--- src/rtl/spi_sched.sv ---
`timescale 1ns/1ps
// spi_sched: orders and formats transfers for the shared SPI shifter (preamp > ADC > DAC).
// Optional transfer watchdog: define SPI_SCHED_WDOG_EN.
module spi_sched #(
  parameter int ADC_DIV     = 4,
  parameter int WDOG_CYCLES = 4095
) (
  input  logic        clk,
  input  logic        reset,
  input  logic [11:0] dac_a_in,
  input  logic [11:0] dac_b_in,
  input  logic [11:0] dac_c_in,
  input  logic [11:0] dac_d_in,
  input  logic [7:0]  amp_in,
  output logic        ena_out,
  output logic [13:0] adc_a_out,
  output logic [13:0] adc_b_out,
  output logic        adc_valid,
  output logic        wdog_err,
  output logic        xfer_start,
  output logic [1:0]  xfer_dest,
  output logic [5:0]  xfer_len,
  output logic [23:0] xfer_tx,
  input  logic        xfer_busy,
  input  logic        xfer_done,
  input  logic [33:0] xfer_rx
);
  typedef enum logic [1:0] {S_IDLE, S_ARB, S_ISSUE, S_WAIT} state_t;

  localparam logic [1:0] DEST_DAC   = 2'd0;
  localparam logic [1:0] DEST_AMP   = 2'd1;
  localparam logic [1:0] DEST_ADC   = 2'd2;
  localparam logic [7:0] FRAME_LAST = 8'(ADC_DIV - 1);

  state_t      state_q, state_d;
  logic [1:0]  ch_q;
  logic [7:0]  frame_q;
  logic        amp_pend_q;
  logic        adc_pend_q;
  logic [7:0]  amp_shadow_q;
  logic [11:0] snap_q [4];
  logic [11:0] dac_live [4];
  logic [1:0]  dest_q;
  logic [5:0]  len_q;
  logic [23:0] tx_q;
  logic        ena_q;
  logic        adc_valid_q;
  logic [13:0] adc_a_q;
  logic [13:0] adc_b_q;
  logic        amp_req;
  logic        done_ok;
  logic        timeout;
  logic [1:0]  sel_dest;
  logic [5:0]  sel_len;
  logic [23:0] sel_tx;
  logic [11:0] dac_data;
  logic        unused_rx;

  assign dac_live[0] = dac_a_in;
  assign dac_live[1] = dac_b_in;
  assign dac_live[2] = dac_c_in;
  assign dac_live[3] = dac_d_in;
  assign unused_rx   = ^{xfer_rx[33:32], xfer_rx[17:16], xfer_rx[1:0]};

  assign amp_req = amp_pend_q | (amp_in != amp_shadow_q);
  assign done_ok = (state_q == S_WAIT) && xfer_done;

  always_ff @(posedge clk) begin
    if (reset) state_q <= S_IDLE;
    else       state_q <= state_d;
  end

  always_comb begin
    state_d = state_q;
    case (state_q)
      S_IDLE:  if (!xfer_busy) state_d = S_ARB;
      S_ARB:   state_d = S_ISSUE;
      S_ISSUE: state_d = S_WAIT;
      S_WAIT: begin
        if (xfer_done)    state_d = S_ARB;
        else if (timeout) state_d = S_IDLE;
      end
      default: state_d = S_IDLE;
    endcase
  end

  // Channel 0 goes out live and is captured in the same edge, so the whole frame is coherent.
  always_comb begin
    dac_data = (ch_q == 2'd0) ? dac_a_in : snap_q[ch_q];
    sel_dest = DEST_DAC;
    sel_len  = 6'd24;
    sel_tx   = {((ch_q == 2'd3) ? 4'b0010 : 4'b0000), 2'b00, ch_q, dac_data, 4'h0};
    if (amp_req) begin
      sel_dest = DEST_AMP;
      sel_len  = 6'd8;
      sel_tx   = {amp_in, 16'h0000};
    end else if (adc_pend_q) begin
      sel_dest = DEST_ADC;
      sel_len  = 6'd34;
      sel_tx   = 24'h000000;
    end
  end

  always_ff @(posedge clk) begin
    if (reset) begin
      for (int i = 0; i < 4; i++) snap_q[i] <= '0;
    end else if (state_q == S_ARB && sel_dest == DEST_DAC && ch_q == 2'd0) begin
      for (int i = 0; i < 4; i++) snap_q[i] <= dac_live[i];
    end
  end

  always_ff @(posedge clk) begin
    if (reset) begin
      ch_q         <= '0;
      frame_q      <= '0;
      amp_pend_q   <= 1'b1;
      adc_pend_q   <= 1'b0;
      amp_shadow_q <= '0;
      dest_q       <= '0;
      len_q        <= '0;
      tx_q         <= '0;
      ena_q        <= 1'b0;
      adc_valid_q  <= 1'b0;
      adc_a_q      <= '0;
      adc_b_q      <= '0;
    end else begin
      ena_q       <= 1'b0;
      adc_valid_q <= 1'b0;
      if (state_q == S_ARB) begin
        dest_q <= sel_dest;
        len_q  <= sel_len;
        tx_q   <= sel_tx;
        if (sel_dest == DEST_AMP) begin
          amp_shadow_q <= amp_in;
          amp_pend_q   <= 1'b0;
        end else if (sel_dest == DEST_ADC) begin
          adc_pend_q <= 1'b0;
        end
      end
      if (done_ok) begin
        if (dest_q == DEST_DAC) begin
          ch_q <= ch_q + 2'd1;
          if (ch_q == 2'd3) begin
            ena_q <= 1'b1;
            if (frame_q == FRAME_LAST) begin
              frame_q    <= '0;
              adc_pend_q <= 1'b1;
            end else begin
              frame_q <= frame_q + 8'd1;
            end
          end
        end else if (dest_q == DEST_ADC) begin
          adc_a_q     <= xfer_rx[31:18];
          adc_b_q     <= xfer_rx[15:2];
          adc_valid_q <= 1'b1;
        end
      end
      // An abandoned AMP/ADC transfer must be re-requested; DAC retries because ch_q never advanced.
      if (timeout) begin
        if (dest_q == DEST_AMP) amp_pend_q <= 1'b1;
        if (dest_q == DEST_ADC) adc_pend_q <= 1'b1;
      end
    end
  end

`ifdef SPI_SCHED_WDOG_EN
  localparam logic [15:0] WDOG_LAST = 16'(WDOG_CYCLES - 1);
  logic [15:0] wdog_cnt_q;
  logic        wdog_err_q;

  always_ff @(posedge clk) begin
    if (reset || state_q != S_WAIT) wdog_cnt_q <= '0;
    else                            wdog_cnt_q <= wdog_cnt_q + 16'd1;
  end

  assign timeout = (state_q == S_WAIT) && !xfer_done && (wdog_cnt_q == WDOG_LAST);

  always_ff @(posedge clk) begin
    if (reset)        wdog_err_q <= 1'b0;
    else if (timeout) wdog_err_q <= 1'b1;
  end

  assign wdog_err = wdog_err_q;
`else
  logic unused_wdog;
  assign unused_wdog = (WDOG_CYCLES == 0);
  assign timeout     = 1'b0;
  assign wdog_err    = 1'b0;
`endif

  assign xfer_start = (state_q == S_ISSUE);
  assign xfer_dest  = dest_q;
  assign xfer_len   = len_q;
  assign xfer_tx    = tx_q;
  assign ena_out    = ena_q;
  assign adc_valid  = adc_valid_q;
  assign adc_a_out  = adc_a_q;
  assign adc_b_out  = adc_b_q;
endmodule
--- config.mk ---
export PLATFORM = sky130hd
export DESIGN_NAME = spi_sched
export DESIGN_NICKNAME = d
export VERILOG_FILES = /design/src/rtl/spi_sched.sv
export SDC_FILE = /design/constraint.sdc
export NUM_CORES = 1
export LEC_CHECK = 0
export BUFFER_PORTS_ARGS = -buffer_cell sky130_fd_sc_hd__buf_2
export CAP_MARGIN = 15
export CORE_MARGIN = 4
export CORE_UTILIZATION = 25
export DETAILED_ROUTE_END_ITERATION = 12
export PLACE_DENSITY = 0.56
export SYNTH_ARGS = -nofsm -noshare
export SYNTH_HDL_FRONTEND = slang
export SYNTH_SLANG_ARGS = --single-unit
--- constraint.sdc ---
create_clock -name clk -period 3.3 [get_ports clk]
set_input_delay 0.165 -clock clk [delete_from_list [all_inputs] [get_ports clk]]
set_output_delay 0.165 -clock clk [all_outputs]
set_load 0.02 [all_outputs]
==> metrics <==
design area=about 7400 um2; yosys warns=0; GRT Overall Usage=11.69%; worst setup path category=flop to flop; CTS Buf Count=17; pre-CTS setup slack=0.7607 ns; unrepaired setup endpoints after global routing=no; Avg Inst Size Synth=between 9 and 10 um2; top layer in use=met4; DR iter-0 viols=333; status=completed; relative slew slack=34.55%; reg2reg path depth=5; Via density=4.386; crit path launch type=flop; via count=approximately 4500; Post-DRT Antenna Nets=0; dominant cells by area after synthesis=dfxtp_1, edfxtp_1, nand2_1, mux4_2, nor3_1; top-count cell post-synth=nand2_1; Synth Instances=578; H-Tree Level Count=4; CP endpoint kind=flop; Crit Path Max Fanout=48; # rows=54; final net count=about 840; Met3 Wirelength=826 um; GPL Wtd Cong=just under 0.7; final wirelength=roughly 15 mm; CP arrival=2.62 ns; share of post-route cells with drive strength above 1=26.97%; mapped cell area=5638 um2; drt first pass iters=4; DRC=0; die area=25020 um2; post-synth top area cell=dfxtp_1; hold wc startpoint=amp_in[3]; fraction of synthesized area in multiplexers=6.636%; width of the die=approximately 160 um; setup TNS=0 ns; FF-to-FF End=snap_q[0][8]$_SDFFCE_PN0P_; Layout Skew=0.01259 ns; Hold Fails Final Rpt=0; first-pass GRT wire length=22.92 mm; main combinational cell family by area after synthesis=simple AND/OR/NAND/NOR gates; share of the synthesized area in the top cell type=around 28%; Remaining Overflow, GRT=0; IO Count=158; post-route minimum period=2.522 ns; CORE AREA=22030 um2; Setup violations, final=0; Multi-input gate area=2225 um2; worst hold stages=3; Pleak=3.076 nW; Initial Utilization=25.60%; Total Power=0.004126 W; DP Wirelength=9.722 mm; final period utilization=76.42%; #FFs+latches synth=126; Post-Synth XOR/XNOR Area=around 2.2%; port buffer count=144; placed inst area=6593 um2; number of synthesized flops with an enable pin=48; r2r startpoint=amp_shadow_q[7]$_SDFFE_PP0P_; Critical Path RT=3.40 ns; Clock Latency Late Sink=0.42 ns; fin util=roughly a third; Max Cap Violations=0; asr flop ratio synth=0%; WHS Endpoint=amp_shadow_q[3]$_SDFFE_PP0P_; via count of the first global-routing pass=4438; die height=158.2 um; Fill cells=2303; root buf cell=clkbuf_16; Synth top cells by count=nand2_1, dfxtp_1, inv_1; complex-gate fraction of the synthesized area=9.521%; worst vdd ir=0.0002103 V; DR WL met2=6.528 mm; clock sink count=approximately 130; wire length on met1=about 7.0 mm; CTS tree=yes; worst setup margin=between 0.7 and 0.8 ns; Slew @ Worst Pin=0.9810 ns; reg2reg setup slack=0.78 ns; number of distinct library cells after synthesis=45; CTS clk-pin slew, worst paths=0.06 ns; Sequential Area=3003 um2; Max Slew Vio Count=0; Max Root-Sink Buffers=2; P per Cell Area=556.0 nW/um2; fmax=between 0.3 and 0.4 GHz; P&R area growth vs syn=31.65%; Hold Crit Class=input port to flop; Post-Synth Adder-Cell Area=about 1.8%; Wirelength per Cell=14.21 um; ys flop type=dfxtp_1; pin count of the biggest net entering global routing=50; initial antenna violation count=0; Seq/Total Area, Yosys=53.26%; cts repair resizes=0; area fraction in and, or, nand and nor cells after synthesis=18.84%; total inserted antenna cells=0
==> how the worst max path moves through the flow <==
stage                                            start                          to  slack (ns)  cells after the start
after floorplan           amp_shadow_q[7]$_SDFFE_PP0P_  snap_q[0][0]$_SDFFCE_PN0P_        0.70                      5
after global placement    amp_shadow_q[7]$_SDFFE_PP0P_  snap_q[0][8]$_SDFFCE_PN0P_        0.80                      5
after detailed placement  amp_shadow_q[7]$_SDFFE_PP0P_  snap_q[2][6]$_SDFFCE_PN0P_        0.76                      5
after CTS                 amp_shadow_q[7]$_SDFFE_PP0P_  snap_q[0][2]$_SDFFCE_PN0P_        0.77                      5
after global routing      amp_shadow_q[7]$_SDFFE_PP0P_  snap_q[0][2]$_SDFFCE_PN0P_        0.65                      5
final                     amp_shadow_q[7]$_SDFFE_PP0P_  snap_q[0][8]$_SDFFCE_PN0P_        0.78                      5
==> cell families (layout without fill, tap and decap cells) <==
kind of cell / Yosys count / in the layout
AOI/OAI and AO/OA: 84 / 84
xor gates and xnor gates: 14 / 14
adders and majority gates: 8 / 8
buffers and inverters: 105 / 270
DFF: 126 / 126
muxes: 22 / 22
other: 1 / 7
and+or+nand+nor: 218 / 218
==> flip-flops by register name, summed over array words and instances (netlist names), named ones only <==
register      count
snap_q           48
xfer_tx          20
adc_a_out        14
adc_b_out        14
amp_shadow_q      8
frame_q           8
xfer_len          3
ch_q              2
state_q           2
adc_pend_q        1
adc_valid         1
amp_pend_q        1
ena_out           1
xfer_dest         1
==> cells in the final DEF (no fill, tap or decap), types with 14 or more instances in the layout <==
cell type | netlist | layout
a211oi_1 | 14 | 14
a21oi_1 | 43 | 43
buf_2 | 3 | 144
clkbuf_16 | 0 | 17
dfxtp_1 | 78 | 78
dlygate4sd3_1 | 0 | 28
edfxtp_1 | 48 | 48
inv_1 | 56 | 56
nand2_1 | 82 | 82
nor2_1 | 28 | 28
nor2b_1 | 15 | 15
nor3_1 | 53 | 53
==> per-stage QoR <==
step | hold slack, ns | instances
finish | 0.02653 | 1029
global route | 0.02869 | 1029
CTS | 0.002318 | 1029
detailed placement | 0.4109 | 969
global placement | 0.4071 | 969
floorplan | 0.3010 | 584
==> cell type report <==
| type | count | area share (%) |
|---|---|---|
| flip-flops and latches | 126 | 40.46 |
| multi-input cells | 353 | 29.97 |
| clock inverters | 14 | 1.618 |
| repair buffers | 181 | 14.57 |
| clock buffers | 18 | 5.782 |
| well taps | 280 | 4.720 |
| inverters | 57 | 2.883 |
==> per-layer routing <==
| layer | global-route usage [%] | vias up |
|---|---|---|
| met5 | 0 | - |
| met4 | 4.833 | 0 |
| met3 | 2.843 | 19 |
| met2 | 18.32 | 133 |
| met1 | 15.47 | 2054 |
| li1 | - | 2307 |
==> what timing repair did <==
action / 4_1_cts / 5_1_grt
hold buffers: 28 / 0
hold endpoints to repair: 28 / 0
setup endpoints to repair: 0 / 0
setup buffers: 0 / 0
==> critical path, cell delays in order (launching register included) <==
cell     delay [ns]
dfxtp_1        0.32
xor2_1         0.20
or4_1          0.72
nor4_4         0.42
a31o_2         0.26
buf_12         0.25
==> report_power, final <==
group	switching (W)	total (W)	internal, W
Sequential	0.0000582	0.00175	0.00170
Clock	0.000728	0.00176	0.00103
Combinational	0.000367	0.000611	0.000244
Total	0.00115	0.00413	0.00297
Note: power is estimated with default switching activity, not from simulation.
